[src/rtl/morse_round_controller.sv]
// Multi-round game sequencer for the Morse trainer: login-gated session, per-round countdown,
// lives budget and answer judging, with all outputs registered.
module morse_round_controller #(
   parameter int unsigned ROUNDS     = 4,
   parameter int unsigned LIVES      = 3,
   parameter int unsigned TIMER_W    = 16,
   parameter int unsigned LIMIT_EASY = 1000,
   parameter int unsigned LIMIT_NORM = 500,
   parameter int unsigned LIMIT_HARD = 250,
   localparam int unsigned RW = (ROUNDS > 1) ? $clog2(ROUNDS) : 1,
   localparam int unsigned LW = $clog2(LIVES + 1),
   localparam int unsigned SW = $clog2(ROUNDS + 1)
) (
   input  logic               clk,
   input  logic               rst,
   input  logic               logged_in,
   input  logic               pass_enter,
   input  logic [1:0]         mode,
   input  logic               answer_valid,
   input  logic               answer_correct,
   output logic               enable,
   output logic               timer_load,
   output logic [TIMER_W-1:0] time_left,
   output logic [RW-1:0]      round_idx,
   output logic [LW-1:0]      lives_left,
   output logic [SW-1:0]      score,
   output logic               round_timeout,
   output logic               game_over,
   output logic               game_won
);

   typedef enum logic [2:0] {StIdle, StArmed, StLoad, StPlay, StJudge, StOver} state_e;

   localparam logic [1:0]  ModeNorm    = 2'b01;
   localparam logic [1:0]  ModeHard    = 2'b10;
   localparam logic [1:0]  ModeRestart = 2'b11;
   localparam logic [RW-1:0] LastRound = RW'(ROUNDS - 1);

   state_e               state_q, state_d;
   logic [1:0]           diff_q, diff_d;
   logic [TIMER_W-1:0]   time_q, time_d;
   logic [RW-1:0]        round_q, round_d;
   logic [LW-1:0]        lives_q, lives_d;
   logic [SW-1:0]        score_q, score_d;
   logic                 timeout_d;
   logic                 enable_q, timer_load_q, timeout_q, over_q, won_q;
   logic [TIMER_W-1:0]   limit;

   always_comb begin
      case (diff_q)
         ModeNorm: limit = TIMER_W'(LIMIT_NORM);
         ModeHard: limit = TIMER_W'(LIMIT_HARD);
         default:  limit = TIMER_W'(LIMIT_EASY);
      endcase
   end

   always_comb begin
      state_d   = state_q;
      diff_d    = diff_q;
      time_d    = time_q;
      round_d   = round_q;
      lives_d   = lives_q;
      score_d   = score_q;
      timeout_d = 1'b0;
      // Logout and restart abort any game in progress and clear every counter.
      if (state_q != StIdle && (!logged_in || (pass_enter && mode == ModeRestart))) begin
         state_d = StIdle;
         diff_d  = '0;
         time_d  = '0;
         round_d = '0;
         lives_d = '0;
         score_d = '0;
      end else begin
         case (state_q)
            StIdle: begin
               if (logged_in) state_d = StArmed;
            end
            StArmed: begin
               if (pass_enter) begin
                  diff_d  = mode;
                  lives_d = LW'(LIVES);
                  round_d = '0;
                  score_d = '0;
                  state_d = StLoad;
               end
            end
            StLoad: begin
               time_d  = limit;
               state_d = StPlay;
            end
            StPlay: begin
               if (answer_valid) begin
                  if (answer_correct) score_d = score_q + SW'(1);
                  else if (lives_q != '0) lives_d = lives_q - LW'(1);
                  state_d = StJudge;
               end else if (time_q == '0) begin
                  if (lives_q != '0) lives_d = lives_q - LW'(1);
                  timeout_d = 1'b1;
                  state_d   = StJudge;
               end else begin
                  time_d = time_q - TIMER_W'(1);
               end
            end
            StJudge: begin
               if (lives_q == '0 || round_q == LastRound) begin
                  state_d = StOver;
               end else begin
                  round_d = round_q + RW'(1);
                  state_d = StLoad;
               end
            end
            StOver: begin
               if (pass_enter && mode == ModeNorm) state_d = StArmed;
            end
            default: state_d = StIdle;
         endcase
      end
   end

   always_ff @(posedge clk or negedge rst) begin
      if (!rst) begin
         state_q      <= StIdle;
         diff_q       <= '0;
         time_q       <= '0;
         round_q      <= '0;
         lives_q      <= '0;
         score_q      <= '0;
         enable_q     <= 1'b0;
         timer_load_q <= 1'b0;
         timeout_q    <= 1'b0;
         over_q       <= 1'b0;
         won_q        <= 1'b0;
      end else begin
         state_q      <= state_d;
         diff_q       <= diff_d;
         time_q       <= time_d;
         round_q      <= round_d;
         lives_q      <= lives_d;
         score_q      <= score_d;
         enable_q     <= (state_d == StPlay);
         timer_load_q <= (state_d == StLoad);
         timeout_q    <= timeout_d;
         over_q       <= (state_d == StOver);
         won_q        <= (state_d == StOver) && (lives_d != '0);
      end
   end

   assign enable        = enable_q;
   assign timer_load    = timer_load_q;
   assign time_left     = time_q;
   assign round_idx     = round_q;
   assign lives_left    = lives_q;
   assign score         = score_q;
   assign round_timeout = timeout_q;
   assign game_over     = over_q;
   assign game_won      = won_q;

endmodule

[config.mk]
export PLATFORM = sky130hd
export DESIGN_NAME = morse_round_controller
export DESIGN_NICKNAME = d
export VERILOG_FILES = /design/src/rtl/morse_round_controller.sv
export SDC_FILE = /design/constraint.sdc
export NUM_CORES = 1
export LEC_CHECK = 0
export ABC_AREA = 1
export CAP_MARGIN = 20
export CORE_MARGIN = 10
export CORE_UTILIZATION = 53
export CTS_CLUSTER_DIAMETER = 60
export DETAILED_ROUTE_END_ITERATION = 10
export GPL_TIMING_DRIVEN = 0
export PLACE_DENSITY_LB_ADDON = 0.15
export RECOVER_POWER = 25
export SYNTH_ARGS = -nofsm -noshare
export SYNTH_HDL_FRONTEND = slang
export SYNTH_SLANG_ARGS = --single-unit
[constraint.sdc]
create_clock -name clk -period 2.22 [get_ports clk]
set_input_delay 0.555 -clock clk [delete_from_list [all_inputs] [get_ports clk]]
set_output_delay 0.555 -clock clk [all_outputs]
set_load 0.05 [all_outputs]
==> metrics <==
Pwr Total=3.720 mW; Post-synth EDFFs=0; Worst R2R Setup Slack=0.44 ns; power per standard cell area=1443 nW/um2; setup ws final=0.05262 ns; Nets=319; die area=6848 um2; cell taking the most area after synthesis=dfrtp_1; global placement routability congestion=0.8623; DIE HEIGHT=82.75 um; crit path launch=lives_left[0]; clock slew at reported path FFs=0.06 ns; row cnt=22; ys async rst share=1.000; FF-to-FF path depth=11; Seq cells post-synth=33; largest net degree at the start of global routing=34; Setup crit start kind=flip-flop; post-route DRC violation count=0; H-tree Lvls=2; antenna violations before repair=0; slew margin rel.=-0.1689; CP endpoint=lives_left[0]; ranking of synthesized cells by area=dfrtp_1 (40%), nand2_1 (8.1%), inv_1 (5.9%); Top Ports=36; Final Hold Vio Count=0; failing checks=max-capacitance violations, max-slew violations; hold buffer count at cts=0; Critical Path Stages=1; worst skew pair latency=0.29 ns; via total after detailed routing=1,793; CP cell instances=clkdlybuf4s50_1; Post-CTS Setup Bufs=0; Slowest cell on crit path=clkdlybuf4s50_1; outcome=finished, violations left; Max FO, Critical Path=7; post-route clock period utilization=0.9763; library cells used by synthesis=36; Starting DRT DRC Count=83; CTS tree=built; hpwl dp=3517 um; Mean Syn Cell Area=7.966 um2; CP arrival=1.61 ns; reg2reg end=time_left[2]; top_reg_cell synth=dfrtp_1; total track usage=0.1444; Critical R2R Launch=time_left[1]; most frequent cells in the layout=nand2_1 (45), clkdlybuf4s50_1 (34), inv_1 (33), dfrtp_1 (33), nor2_1 (32); syn nets=277; routed vias/inst=5.094; post-synthesis sequential area ratio=0.3957; Worst setup EP type=primary output; Setup CP Type=reg -> out; GRT overflow=0; die width=82.75 um; fillers=320; Core Box Area=3744 um2; router iterations before antenna repair=4; static leakage=1.227 nW; Syn Inst Count=262; vias in the first global route=1,709; root buf cell=clkbuf_8; min Tclk post-route=2.167 ns; share of cells above drive strength 1=0.1579; setup_tns=0 ns; first-pass GRT wire length=7617 um; Max Clock Freq=461.4 MHz; Yosys top cell area share=0.3957; clk sinks=33; endpoints failing setup=0; Resized cells post-CTS=0; area grow syn2layout=23.50%; final core occ=0.6885; Starting Density=0.5575; Mapped Area=2087 um2; wirelength, routed=4513 um; Max Cap Viol=1; RSZ-0062 raised after global routing=false; Ys Warns=0; Clock Skew=0.006957 ns; Worst-Margin Slew=1.753 ns; WL/cell=12.82 um; fin. max-slew vios=34; ANT cells=0; pre-CTS setup slack=0.02092 ns; post-route ant nets=0; total CTS buffers=5; Largest delay share family, worst path=buffers and inverters; worst stage delay on the critical path=0.86 ns; Max Buffers Root-to-Sink=2; Hold WC Path Type=reg -> reg; VDD IR max=740.4 uV; Bufs and invs on worst path=1; most common library cell in the layout ignoring fill and taps=nand2_1; Data required, critical path=1.66 ns; port bufs=35
synth_stat cells, types with 6 or more instances:
cell,number
nor2_2,6
inv_1,33
ha_1,7
o21ai_1,7
nand2_1,45
inv_2,6
o21ai_0,12
nand3_1,23
nor2_1,32
a21oi_1,8
dfrtp_1,33
per-stage QoR:
stage	area [um2]	hold slack, ns	cells
CTS	2579	0.3477	352
detailed placement	2492	0.5135	345
floorplan	2087	0.2594	262
global placement	2497	0.4986	345
finish	2577	0.5119	352
global route	2577	0.5418	352
cell type report:
cell class / count / area [um2] / area share
plain buffers: 4 / 32.53 / 0.01262
clock buffers: 7 / 86.33 / 0.03350
inverters: 42 / 167.7 / 0.06505
multi-input cells: 183 / 1061 / 0.4117
flip-flops and latches: 33 / 825.8 / 0.3204
well taps: 48 / 60.06 / 0.02330
repair buffers: 35 / 344.1 / 0.1335
logic make-up after synthesis:
group                    synth area share
adder cells (fa/ha/maj)           0.04196
multiplexers                     0.004796
buffers and inverters             0.09592
flip-flops                         0.3957
XOR/XNOR                          0.02518
AND/OR/NAND/NOR                    0.3112
AO/OA/AOI/OAI                      0.1253
worst reg2reg max path: stages (launching register included):
cell     delay, ns
dfrtp_1       0.38
inv_1         0.13
ha_1          0.24
nand2_2       0.11
nor2_2        0.15
nand2_2       0.11
nand3_4       0.12
nand2_8       0.08
inv_4         0.11
nor2_8        0.06
inv_4         0.10
o22ai_2       0.07
how the worst min path moves through the flow:
stage	cells past startpoint	from	slack, ns	endpoint
finish	1	score[0]	0.51	score[0]
global route	1	score[0]	0.54	score[0]
CTS	1	rst	0.35	time_left[5]
detailed placement	1	score[0]	0.51	score[0]
global placement	1	score[0]	0.50	score[0]
floorplan	0	rst	0.26	diff_q[0]
state kept, by name (all words and copies together) (netlist names):
name           count
diff_q             2
enable             1
game_over          1
game_won           1
lives_left         2
round_idx          2
round_timeout      1
score              3
state_q            3
time_left         16
timer_load         1
per-layer routing:
metal | vias up | share of wire | track usage
met5 | - | 0 | 0
met4 | 0 | 0.016 | 0.06020
met3 | 7 | 0.089 | 0.05616
met2 | 45 | 0.45 | 0.2330
met1 | 815 | 0.44 | 0.1676
li1 | 926 | - | -
power by group:
part / total (mW) / switching [mW] / leakage (nW) / internal [mW]
clock: 0.458 / 0.213 / 0.0443 / 0.246
sequential: 0.982 / 0.196 / 0.436 / 0.786
combinational: 2.28 / 1.51 / 0.747 / 0.765
total: 3.72 / 1.92 / 1.23 / 1.80
Power figures use the tool's default switching activity.
==> variant 1 (same settings) <==
Register the inputs `logged_in`, `pass_enter`, `mode`, `answer_valid` and `answer_correct` before use, with the module's reset. The logic sees them one clock later.
--- a/src/rtl/morse_round_controller.sv
+++ b/src/rtl/morse_round_controller.sv
@@ -36,6 +36,28 @@
    localparam logic [1:0]  ModeRestart = 2'b11;
    localparam logic [RW-1:0] LastRound = RW'(ROUNDS - 1);
 
+   logic logged_q;
+   logic pass_enter_q;
+   logic [1:0] mode_q;
+   logic answer_valid_q;
+   logic answer_correct_q;
+
+   always_ff @(posedge clk or negedge rst) begin
+      if (!rst) begin
+         logged_q         <= '0;
+         pass_enter_q     <= '0;
+         mode_q           <= '0;
+         answer_valid_q   <= '0;
+         answer_correct_q <= '0;
+      end else begin
+         logged_q         <= logged_in;
+         pass_enter_q     <= pass_enter;
+         mode_q           <= mode;
+         answer_valid_q   <= answer_valid;
+         answer_correct_q <= answer_correct;
+      end
+   end
+
    state_e               state_q, state_d;
    logic [1:0]           diff_q, diff_d;
    logic [TIMER_W-1:0]   time_q, time_d;
@@ -63,7 +85,7 @@
       score_d   = score_q;
       timeout_d = 1'b0;
       // Logout and restart abort any game in progress and clear every counter.
-      if (state_q != StIdle && (!logged_in || (pass_enter && mode == ModeRestart))) begin
+      if (state_q != StIdle && (!logged_q || (pass_enter_q && mode_q == ModeRestart))) begin
          state_d = StIdle;
          diff_d  = '0;
          time_d  = '0;
@@ -73,11 +95,11 @@
       end else begin
          case (state_q)
             StIdle: begin
-               if (logged_in) state_d = StArmed;
+               if (logged_q) state_d = StArmed;
             end
             StArmed: begin
-               if (pass_enter) begin
-                  diff_d  = mode;
+               if (pass_enter_q) begin
+                  diff_d  = mode_q;
                   lives_d = LW'(LIVES);
                   round_d = '0;
                   score_d = '0;
@@ -89,8 +111,8 @@
                state_d = StPlay;
             end
             StPlay: begin
-               if (answer_valid) begin
-                  if (answer_correct) score_d = score_q + SW'(1);
+               if (answer_valid_q) begin
+                  if (answer_correct_q) score_d = score_q + SW'(1);
                   else if (lives_q != '0) lives_d = lives_q - LW'(1);
                   state_d = StJudge;
                end else if (time_q == '0) begin
@@ -110,7 +132,7 @@
                end
             end
             StOver: begin
-               if (pass_enter && mode == ModeNorm) state_d = StArmed;
+               if (pass_enter_q && mode_q == ModeNorm) state_d = StArmed;
             end
             default: state_d = StIdle;
          endcase
Behaviour: not the same (Yosys sat finds a counterexample within 4 cycles, from zero or initial values and one cycle with rst low).
==> variant 1 against the original RTL <==
First-iteration DRC count up 33%; sequential cell count up 6; highest routed layer unchanged; setup slack better by 13 ps; largest power group unchanged; core utilization down 1.0 points; total power up 2.6%; non-clock buffer count unchanged; design area up 5.3%; routed wire length up 14%; synthesized area up 5.5%.
==> variant 1: results (changes against the original RTL) <==
drt total wl 5130 um (+14%); M1 GR Usage 16.5% (-0.27 points); Data buffer area share 13.9% (-0.73 points); #MultiIn Comb 210 (+15%); RD Place Congestion 0.932 (+8.0%); global-route wire length before repair 8870 um (+16%); GR Util All Layers 14.9% (+0.46 points); top area cells in the synthesized netlist dfrtp_1 (44%), nand2_1 (13%), nor2_1 (6.3%); outcome completed; clock slew seen by the registers of the worst setup and hold paths 80 ps (+20 ps); sequential cell area 976 sq um (+18%); met2 wire len 2530 um (+23%); Multi-input gate area 1070 sq um (+0.94%); met2 Use GR 25.4% (+2.1 points); Cell Area, Synth 2200 sq um (+5.5%); Mapped Nets 302 (+9.0%); final setup skew 9.56 ps (+2.61 ps); DRT iter0 DRCs 110 (+33%); fill count 360 (+13%); detailed-route via count 1982 (+11%); Non-clk invs 34 (-19%); Max rail drop VDD 0.657 mV (-11%); register bit total from synthesis 39 (+18%); largest net degree at the start of global routing 40 (+18%); Compound-Gate Fraction of Synth Area 10.4% (-2.1 points); Place WS 378 ps (+357 ps); Post-Synth Adder-Cell Area 3.98% (-0.22 points); library cells used by synthesis 31 (-14%); share of post-route cells with drive strength above 1 8.48% (-7.3 points); Final clock-cell share 3.69% (+0.34 points); clkbuf count 8 (+1); final std cells w/o fill 380 (+8.0%); HP Class input pin to asynchronous set/reset pin; Seq/total area 36.0% (+3.9 points); prevailing post-synth register cell dfrtp_1; post-detail-place hpwl 3800 um (+8.1%); CP Max Fanout 6 (-1); placed cell area 2610 sq um (+4.7%); sequential share of the synthesized area 44.3% (+4.8 points); met3 WL 286 um (-29%); met1 wire length 2230 um (+12%); Slew headroom 37.6% (+54 points); grt met3 use 4.73% (-0.88 points); mux cell area share after synthesis 0.455% (-0.025 points); P_sw 1.94 mW (+0.75%)
[variant 1: worst paths after layout]
check | start | end | slack, ps | cells after the start
setup / recovery | time_left[12]$_DFFE_PN0P_ | time_left[12] | 70 | 1
hold reg to reg | score[1]$_DFFE_PN0P_ | score[1]$_DFFE_PN0P_ | 520 | 2
min in group clk | score[1]$_DFFE_PN0P_ | score[1]$_DFFE_PN0P_ | 520 | 2
hold / removal | rst | time_left[8]$_DFFE_PN0P_ | 390 | 1
max in group asynchronous | rst | time_left[1]$_DFFE_PN0P_ | 1230 | 1
setup reg to reg | time_left[0]$_DFFE_PN0P_ | time_left[9]$_DFFE_PN0P_ | 340 | 11
[variant 1: power by group through the flow]
stage | clock network, mW | registers [mW] | logic, mW
after detailed placement | 0 | 1.05 | 2.24
after global routing | 0.570 | 1.07 | 2.49
after global placement | 0 | 1.05 | 2.20
final | 0.527 | 1.04 | 2.25
after CTS | 0.536 | 1.04 | 2.25
after floorplan | 0 | 1.43 | 1.26
==> variant 2 (config.mk and constraints unchanged) <==
Without the edit above. The parameter `LIVES` goes from 3 to 2.
--- a/src/rtl/morse_round_controller.sv
+++ b/src/rtl/morse_round_controller.sv
@@ -2,7 +2,7 @@
 // lives budget and answer judging, with all outputs registered.
 module morse_round_controller #(
    parameter int unsigned ROUNDS     = 4,
-   parameter int unsigned LIVES      = 3,
+   parameter int unsigned LIVES      = 2,
    parameter int unsigned TIMER_W    = 16,
    parameter int unsigned LIMIT_EASY = 1000,
    parameter int unsigned LIMIT_NORM = 500,
Behaviour: not the same (Yosys sat finds a counterexample within 4 cycles, from zero or initial values and one cycle with rst low).
==> variant 2 against the original RTL <==
The run still ends with capacitance limit, slew limit left; design area decreased by 1.2%; total power fell by 2.5%; largest power group unchanged; setup slack better by 24 ps; combinational power is 4% lower; clock skew hardly changed; routed wire length up 5.9%; critical endpoint is now time_left[4]; sequential cell count unchanged; largest cell class unchanged; synthesized area decreased by 1.4%.
==> variant 2: results (changes against the original RTL) <==
# nets final 320 (+0.31%); DRT iter0 DRCs 108 (+30%); placed cell count 346 (+0.29%); sequential share of the synthesized area 40.1% (+0.55 points); Clock Tree Root clkbuf_8; clk_lat worst skew 290 ps (about the same); top cells by count, synth nand2_1 (44), dfrtp_1 (33), inv_1 (32), nor2_1 (31), nand3_1 (26); post-detail-place hpwl 3640 um (+3.4%); fill count 334 (+4.4%); Mapped Cells 263 (+0.38%); family with the most delay on the worst path buffers and inverters; clock slew seen by the registers of the worst setup and hold paths 70 ps; share of post-route cells with drive strength above 1 13.4% (-2.4 points); mux cell area share after synthesis 0% (-0.48 points); critical path type register to primary output; count of pins over their slew limit 34 (unchanged); routed length per instance 13.5 um (+5.3%); Post-Synth XOR/XNOR Area 2.13% (-0.39 points); post-CTS setup buffers 0 (unchanged); CTS max path bufs 2 (unchanged); failing checks capacitance limit, slew limit; Mapped Nets 278 (+0.36%); RD Place Congestion 0.926 (+7.4%); GR Util All Layers 15.5% (+1.1 points); library cells used by synthesis 32 (-11%); Max rail drop VDD 0.729 mV (-1.5%); outcome complete, but fails checks; routed vias/inst 5.27 (+3.5%); placed cell area 2460 sq um (-1.2%); hold depth 2 (+1); CP Max Fanout 6 (-1); crit path DAT 1590 ps (-20 ps); drt total wl 4780 um (+5.9%); Compound-Gate Fraction of Synth Area 14.7% (+2.2 points); Slew headroom -14.5% (+2.3 points); final setup skew 6.58 ps (-0.381 ps); top area cells in the synthesized netlist dfrtp_1 (40%), nand2_1 (8.0%), nand3_1 (6.3%); global-route wire length before repair 8300 um (+9.0%); Max Cap Violations 1 (unchanged); Leak Pwr 1.24 nW (+1.2%); vias in the first global route 1836 (+7.4%)
-- variant 2: cell count changes in the layout (fill, tap and decap cells not counted), sizes merged, moves of 2 or more --
cell	unedited run	this run
nor3	4	6
nand2	52	49
or2	0	2
a22oi	0	2
inv	41	38
a21oi	9	16
nor2	41	37
nand3b	0	2
-- variant 2: metal layers --
layer  GRT usage (%)  vias up  wire (um)
met5               0        -          0
met4            5.95        0         85
met3            5.18        8        368
met2            26.4       49       2390
met1            17.6      861       1940
li1                -      949          -
-- variant 2: final cells by class --
type	count	share of cell area (%)
well taps	48	2.36
flip-flops and latches	33	32.4
clock inverters	2	0.393
clock buffers	6	2.85
inverters	38	5.60
repair buffers	35	13.6
plain buffers	4	1.38
multi-input cells	188	41.4
-- variant 2: power by group through the flow --
stage	registers (mW)	logic (mW)	clock network [mW]
3_5_place_dp	1.00	2.20	0
4_1_cts	0.992	2.22	0.446
3_3_place_gp	0.991	2.18	0
2_1_floorplan	1.46	1.13	0
5_1_grt	1.03	2.43	0.471
6_report	0.991	2.20	0.436
-- variant 2: path summary, 6_finish.rpt --
kind,start,endpoint,slack (ps)
setup reg to reg,time_left[0]$_DFFE_PN0P_,time_left[8]$_DFFE_PN0P_,430
hold reg to reg,score[1]$_DFFE_PN0P_,score[1]$_DFFE_PN0P_,530
min in group asynchronous,rst,time_left[2]$_DFFE_PN0P_,710
max in group asynchronous,rst,lives_left[1]$_DFF_PN0_,520
setup / recovery,time_left[4]$_DFFE_PN0P_,time_left[4],80
hold / removal,score[1]$_DFFE_PN0P_,score[1]$_DFFE_PN0P_,530
-- variant 2: stage by stage --
stage / total power [mW] / hold slack, ps / utilization [%] / worst slack [ps]
floorplan: 2.59 / 259 / - / 340
global placement: 3.18 / 504 / 66.4 / -78.1
detailed placement: 3.20 / 517 / 66.3 / -7.63
CTS: 3.65 / 341 / 68.5 / 49.6
global route: 3.93 / 558 / 68.6 / 38.0
finish: 3.63 / 529 / 68.6 / 77.0
-- variant 2: repair_timing --
| item | CTS | global route |
|---|---|---|
| endpoints found under the hold margin | 0 | 0 |
| endpoints found under the setup margin | 0 | 1 |
| resized for setup | 0 | 1 |
-- variant 2: logic make-up after synthesis --
logic type                 count (synthesis)
AOI/OAI and AO/OA                         48
xor gates and xnor gates                   5
adders and majority gates                  7
buffers and inverters                     42
DFF                                       33
and+or+nand+nor                          128
